`src/rtl/icache_direct.sv`:
```
// Direct-mapped, one-word-per-frame instruction cache with a zero-latency hit path.
// Optional hit/miss statistics counters are enabled with the ICACHE_STATS_EN macro.
module icache_direct #(
  parameter int NSETS    = 16,
  parameter int PC_ALIGN = 2
) (
  input  logic        CLK,
  input  logic        RST,
  input  logic        imemREN,
  input  logic [31:0] imemaddr,
  output logic        ihit,
  output logic [31:0] imemload,
  input  logic        iflush,
  output logic        iREN,
  output logic [31:0] iaddr,
  input  logic        iwait,
`ifdef ICACHE_STATS_EN
  input  logic [31:0] iload,
  output logic [31:0] hit_count,
  output logic [31:0] miss_count
`else
  input  logic [31:0] iload
`endif
);

  localparam int IDX_W = $clog2(NSETS);
  localparam int TAG_W = 32 - IDX_W - PC_ALIGN;
  localparam int WRD_W = 32 - PC_ALIGN;

  typedef enum logic {IDLE = 1'b0, FETCH = 1'b1} state_t;

  state_t               r_state;
  state_t               w_next;
  logic [NSETS-1:0]     r_valid;
  logic [TAG_W-1:0]     r_tag  [NSETS];
  logic [31:0]          r_data [NSETS];
  logic [WRD_W-1:0]     r_miss_word;
  logic                 r_flushed;

  logic [IDX_W-1:0]     w_idx;
  logic [TAG_W-1:0]     w_tag;
  logic [IDX_W-1:0]     w_miss_idx;
  logic [TAG_W-1:0]     w_miss_tag;
  logic                 w_lookup;
  logic                 w_miss;
  logic                 w_fill;
  logic                 w_unused_bits;

  assign w_idx         = imemaddr[IDX_W+PC_ALIGN-1:PC_ALIGN];
  assign w_tag         = imemaddr[31:IDX_W+PC_ALIGN];
  assign w_miss_idx    = r_miss_word[IDX_W-1:0];
  assign w_miss_tag    = r_miss_word[WRD_W-1:IDX_W];
  assign w_lookup      = imemREN & r_valid[w_idx] & (r_tag[w_idx] == w_tag);
  assign w_unused_bits = ^imemaddr[PC_ALIGN-1:0];

  always_ff @(posedge CLK) begin
    if (RST) r_state <= IDLE;
    else     r_state <= w_next;
  end

  always_comb begin
    w_next   = r_state;
    ihit     = 1'b0;
    imemload = 32'h0;
    iREN     = 1'b0;
    iaddr    = 32'h0;
    w_miss   = 1'b0;
    w_fill   = 1'b0;
    unique case (r_state)
      IDLE: begin
        if (w_lookup) begin
          ihit     = 1'b1;
          imemload = r_data[w_idx];
        end else if (imemREN) begin
          w_miss = 1'b1;
          w_next = FETCH;
        end
      end
      FETCH: begin
        iREN  = 1'b1;
        iaddr = {r_miss_word, {PC_ALIGN{1'b0}}};
        if (!iwait) begin
          w_fill = 1'b1;
          w_next = IDLE;
        end
      end
      default: w_next = IDLE;
    endcase
  end

  // A flush seen while a fill is in flight leaves that frame invalid when it lands.
  always_ff @(posedge CLK) begin
    if (RST) begin
      r_valid     <= '0;
      r_miss_word <= '0;
      r_flushed   <= 1'b0;
    end else begin
      if (w_miss) begin
        r_miss_word <= imemaddr[31:PC_ALIGN];
        r_flushed   <= 1'b0;
      end else if ((r_state == FETCH) && iflush) begin
        r_flushed <= 1'b1;
      end
      if (iflush)                      r_valid             <= '0;
      else if (w_fill && !r_flushed)   r_valid[w_miss_idx] <= 1'b1;
    end
  end

  always_ff @(posedge CLK) begin
    if (w_fill && !RST) begin
      r_tag[w_miss_idx]  <= w_miss_tag;
      r_data[w_miss_idx] <= iload;
    end
  end

`ifdef ICACHE_STATS_EN
  logic [31:0] r_hit_count;
  logic [31:0] r_miss_count;

  function automatic logic [31:0] sat_inc(input logic [31:0] v);
    return (v == 32'hFFFF_FFFF) ? v : v + 32'd1;
  endfunction

  always_ff @(posedge CLK) begin
    if (RST) begin
      r_hit_count  <= '0;
      r_miss_count <= '0;
    end else begin
      if (ihit)   r_hit_count  <= sat_inc(r_hit_count);
      if (w_miss) r_miss_count <= sat_inc(r_miss_count);
    end
  end

  assign hit_count  = r_hit_count;
  assign miss_count = r_miss_count;
`endif

endmodule

```
`config.mk`:
```
export PLATFORM = sky130hd
export DESIGN_NAME = icache_direct
export DESIGN_NICKNAME = d
export VERILOG_FILES = /design/src/rtl/icache_direct.sv
export SDC_FILE = /design/constraint.sdc
export NUM_CORES = 1
export LEC_CHECK = 0
export ABC_CLOCK_PERIOD_IN_PS = 6800
export CORE_MARGIN = 2
export CORE_UTILIZATION = 37
export CTS_CLUSTER_SIZE = 10
export DETAILED_ROUTE_END_ITERATION = 8
export PLACE_DENSITY = 0.51
export RECOVER_POWER = 100
export SLEW_MARGIN = 20
export SYNTH_ARGS = -nofsm -noshare
export SYNTH_HDL_FRONTEND = slang
export SYNTH_SLANG_ARGS = --single-unit
```
`constraint.sdc`:
```
create_clock -name CLK -period 6.8 [get_ports CLK]
set_input_delay 1.02 -clock CLK [delete_from_list [all_inputs] [get_ports CLK]]
set_output_delay 1.02 -clock CLK [all_outputs]
set_load 0.005 [all_outputs]
```
==> impl_metrics.py <==
metrics = {
    "synthesis": {
        "yosysTopAreaCell": "edfxtp_1",
        "synth_most_common_cell": "edfxtp_1",
        "synth.area.top_cells": "edfxtp_1 (73%), mux4_2 (15%), dfxtp_1 (2.5%)",
        "ys_top_cells_by_count": "edfxtp_1 (928), mux4_2 (257), mux2i_1 (71)",
        "synthAdderAreaFrac_pct": 0,
        "syn-instance-count": 1743,
        "synthSimpleGateAreaFrac_pct": 3.33,
        "seq_area_frac_synth_pct": 75.9,
        "yosys_warnings": 0,
        "synth_top_area_share_pct": 73.3,
        "synthArstFlopShare_pct": 0,
        "synth_edf_count": 928,
        "ys_ff_latch": 976,
        "synth_top_family_by_area": "multiplexers",
        "synth_area_mm2": 0.0380,
        "synth_compound_area_share_pct": 1.23,
        "synthMuxAreaShare_pct": 17.5,
        "yosys_most_used_dff": "edfxtp_1",
        "ys_types": 49,
        "avgSynthCellArea_um2": 21.8,
        "synth_xor_area_share_pct": 0.645,
    },
    "clock_network": {
        "cts_resized": 0,
        "htree_levels": 3,
        "root_buffer": "clkbuf_16",
        "worstSkewPairLatency_ns": 0.67,
        "post_cts_buffers": 0,
        "clock_path_buffers": 3,
        "cts_buffers": 110,
        "hold_buffers": 0,
        "cts_sinks": 976,
        "path_clk_slew_ns": 0.05,
        "cts_tree": "done",
    },
    "sta": {
        "relSlewSlack_pct": -111,
        "final-setup-viol-count": 0,
        "max_freq_ghz": 0.160,
        "min_period_ns": 6.26,
        "hold_viol": 0,
        "worst_pin_slew_ns": 3.16,
        "drv_slew": 684,
        "setup_tns_ns": 0,
        "fin_worst_skew_ns": 0.0550,
        "fin_crit_sh_pct": 92.0,
        "rsz0062_at_grt": "false",
    },
    "power_and_ir_drop": {
        "pwr_density_cell_mw_per_mm2": 283,
        "total_leakage_power_uw": 0.0141,
        "vdd_ir_drop_max_mv": 0.223,
    },
    "floorplanning": {
        "coreArea_mm2": 0.102,
        "ios": 135,
        "fp.dieArea_mm2": 0.105,
        "initial_core_util_pct": 37.3,
        "fp-row-count": 117,
        "die_w_um": 324,
        "die_y_um": 324,
    },
    "drt": {
        "wl_per_cell_um": 27.5,
        "viasPerCell": 5.34,
        "drtPass1Iterations": 7,
        "routed_wl_um": 92900,
        "vias": 18000,
        "drc_errors": 0,
        "first_iter_violations": 1619,
        "drtAntennaViolNets": 0,
    },
    "placed_design": {
        "place_area_mm2": 0.0412,
        "dp_hpwl_um": 49100,
        "gp_congestion": 0.719,
        "port_buffers": 130,
    },
    "critical_path": {
        "r2r_end": "r_tag[5][3]$_DFFE_PP_",
        "reg2reg_depth": 5,
        "cp-start-kind": "input port",
        "r2r_setup_slack_ns": 0.58,
        "startpoint": "imemaddr[2]",
        "worstPathArrival_ns": 5.24,
        "worstPathRequired_ns": 5.78,
        "r2r_start": "r_state$_SDFF_PP0_",
        "critPathKind": "input port to primary output",
        "crit_end": "imemload[19]",
        "crit_path_max_fanout": 34,
        "worst_setup_path_end_kind": "primary output",
    },
    "global_route": {
        "overflow": 0,
        "grt_first_pass_wirelength_um": 135000,
        "antenna_found_initial": 11,
        "grt_usage_pct": 17.6,
        "grt_pass1_vias": 19000,
        "grt_max_degree": 85,
    },
    "min_path": {
        "hold_path_class": "flop to flop",
        "hold_depth": 2,
    },
    "cells_and_area": {
        "drive_gt1_share_pct": 22.4,
        "layout.nets": 2019,
        "multi_input_area_mm2": 0.00865,
        "syn_to_final_growth_pct": 15.9,
        "layout.area.seq_mm2": 0.0288,
        "stdcell_area_mm2": 0.0440,
        "n_fill_cell": 8888,
    },
    "status": {
        "status": "finished, violations left",
        "failed_checks": "max-capacitance violations, max-slew violations",
    },
    "run": {
        "cap_violations": 23,
    },
}
how the worst min path moves through the flow:
stage,from,to,slack [ns]
final,r_valid[9]$_SDFFE_PP0P_,r_valid[9]$_SDFFE_PP0P_,0.48
after global routing,r_valid[14]$_SDFFE_PP0P_,r_valid[14]$_SDFFE_PP0P_,0.50
after CTS,r_valid[4]$_SDFFE_PP0P_,r_valid[4]$_SDFFE_PP0P_,0.47
after detailed placement,r_valid[4]$_SDFFE_PP0P_,r_valid[4]$_SDFFE_PP0P_,0.46
after global placement,r_valid[7]$_SDFFE_PP0P_,r_valid[7]$_SDFFE_PP0P_,0.44
after floorplan,r_valid[14]$_SDFFE_PP0P_,r_valid[14]$_SDFFE_PP0P_,0.43
sequential cells by signal, summed over array words and instances (netlist names):
signal and cells:
r_data 512, r_flushed 1, r_miss_word 30, r_state 1, r_tag 416, r_valid 16
cell type report:
type                            count  area share, %
Antenna cell                        2         0.0114
Clock buffer                      160           6.77
Clock inverter                     10          0.233
Inverter                            8         0.0682
Multi-Input combinational cell    665           19.7
Sequential cell                   976           65.5
Tap cell                         1368           3.89
Timing Repair Buffer              189           3.92
logic make-up (layout without fill, tap and decap cells):
group / after synthesis / after routing
flip-flops: 976 / 976
AND/OR/NAND/NOR: 224 / 224
XOR/XNOR: 28 / 28
AO/OA/AOI/OAI: 69 / 69
multiplexers: 342 / 342
other: 1 / 4
buffers and inverters: 103 / 367
cells in the final DEF, fill, tap and decap left out, drive strengths merged, types with 6 or more instances in the layout:
master | netlist | routed
edfxtp | 928 | 928
mux4 | 257 | 257
clkbuf | 41 | 192
dlygate4sd3 | 0 | 72
mux2i | 71 | 71
nand2b | 67 | 67
clkdlybuf4s50 | 0 | 53
dfxtp | 48 | 48
nor2b | 41 | 41
nor2 | 39 | 39
and2 | 33 | 33
buf | 54 | 32
xnor2 | 22 | 22
a21oi | 19 | 19
nand2 | 14 | 14
mux2 | 14 | 14
nor3 | 12 | 12
o22ai | 10 | 10
inv | 7 | 10
o21ai | 8 | 8
clkinv | 1 | 8
a221oi | 7 | 7
xor2 | 6 | 6
nand4 | 6 | 6
critical path, cell delays in order:
cell and delay [ns]:
buf_8 0.35, buf_4 0.28, mux4_2 0.50, mux2i_1 0.20, mux2i_1 0.21, xnor2_1 0.20
o211ai_1 0.20, nor4_1 0.65, nand3b_1 0.34, buf_12 0.29, nor2b_1 0.27, dlygate4sd3_1 0.63
metrics by stage:
stage | power [uW] | utilization (%) | hold WS, ns | setup WS (ns) | instances
after global placement | 7370 | 40.4 | 0.443 | 0.537 | 3206
after floorplan | 7140 | - | 0.431 | 0.583 | 1744
after CTS | 12600 | 43.5 | 0.471 | 0.512 | 3376
after global routing | 12900 | 43.2 | 0.498 | 0.215 | 3376
after detailed placement | 7390 | 40.4 | 0.456 | 0.555 | 3206
final | 12500 | 43.2 | 0.476 | 0.542 | 3378
power by group:
| part | total [uW] | internal (uW) | switching, uW | leakage (uW) |
|---|---|---|---|---|
| combinational | 564 | 266 | 298 | 0.00360 |
| clock | 5220 | 2990 | 2230 | 0.00148 |
| sequential | 6670 | 6620 | 56.6 | 0.00903 |
metal layers:
metal | up-vias | track usage [%] | share of wire, % | wire length, um
met5 | - | 0 | 0.11 | 105
met4 | 16 | 3.85 | 1.7 | 1600
met3 | 135 | 3.21 | 5.1 | 4730
met2 | 506 | 28.0 | 48 | 44200
met1 | 9772 | 25.5 | 46 | 42300
li1 | 7612 | - | - | -
No activity file was read; power rests on OpenSTA's default activity.
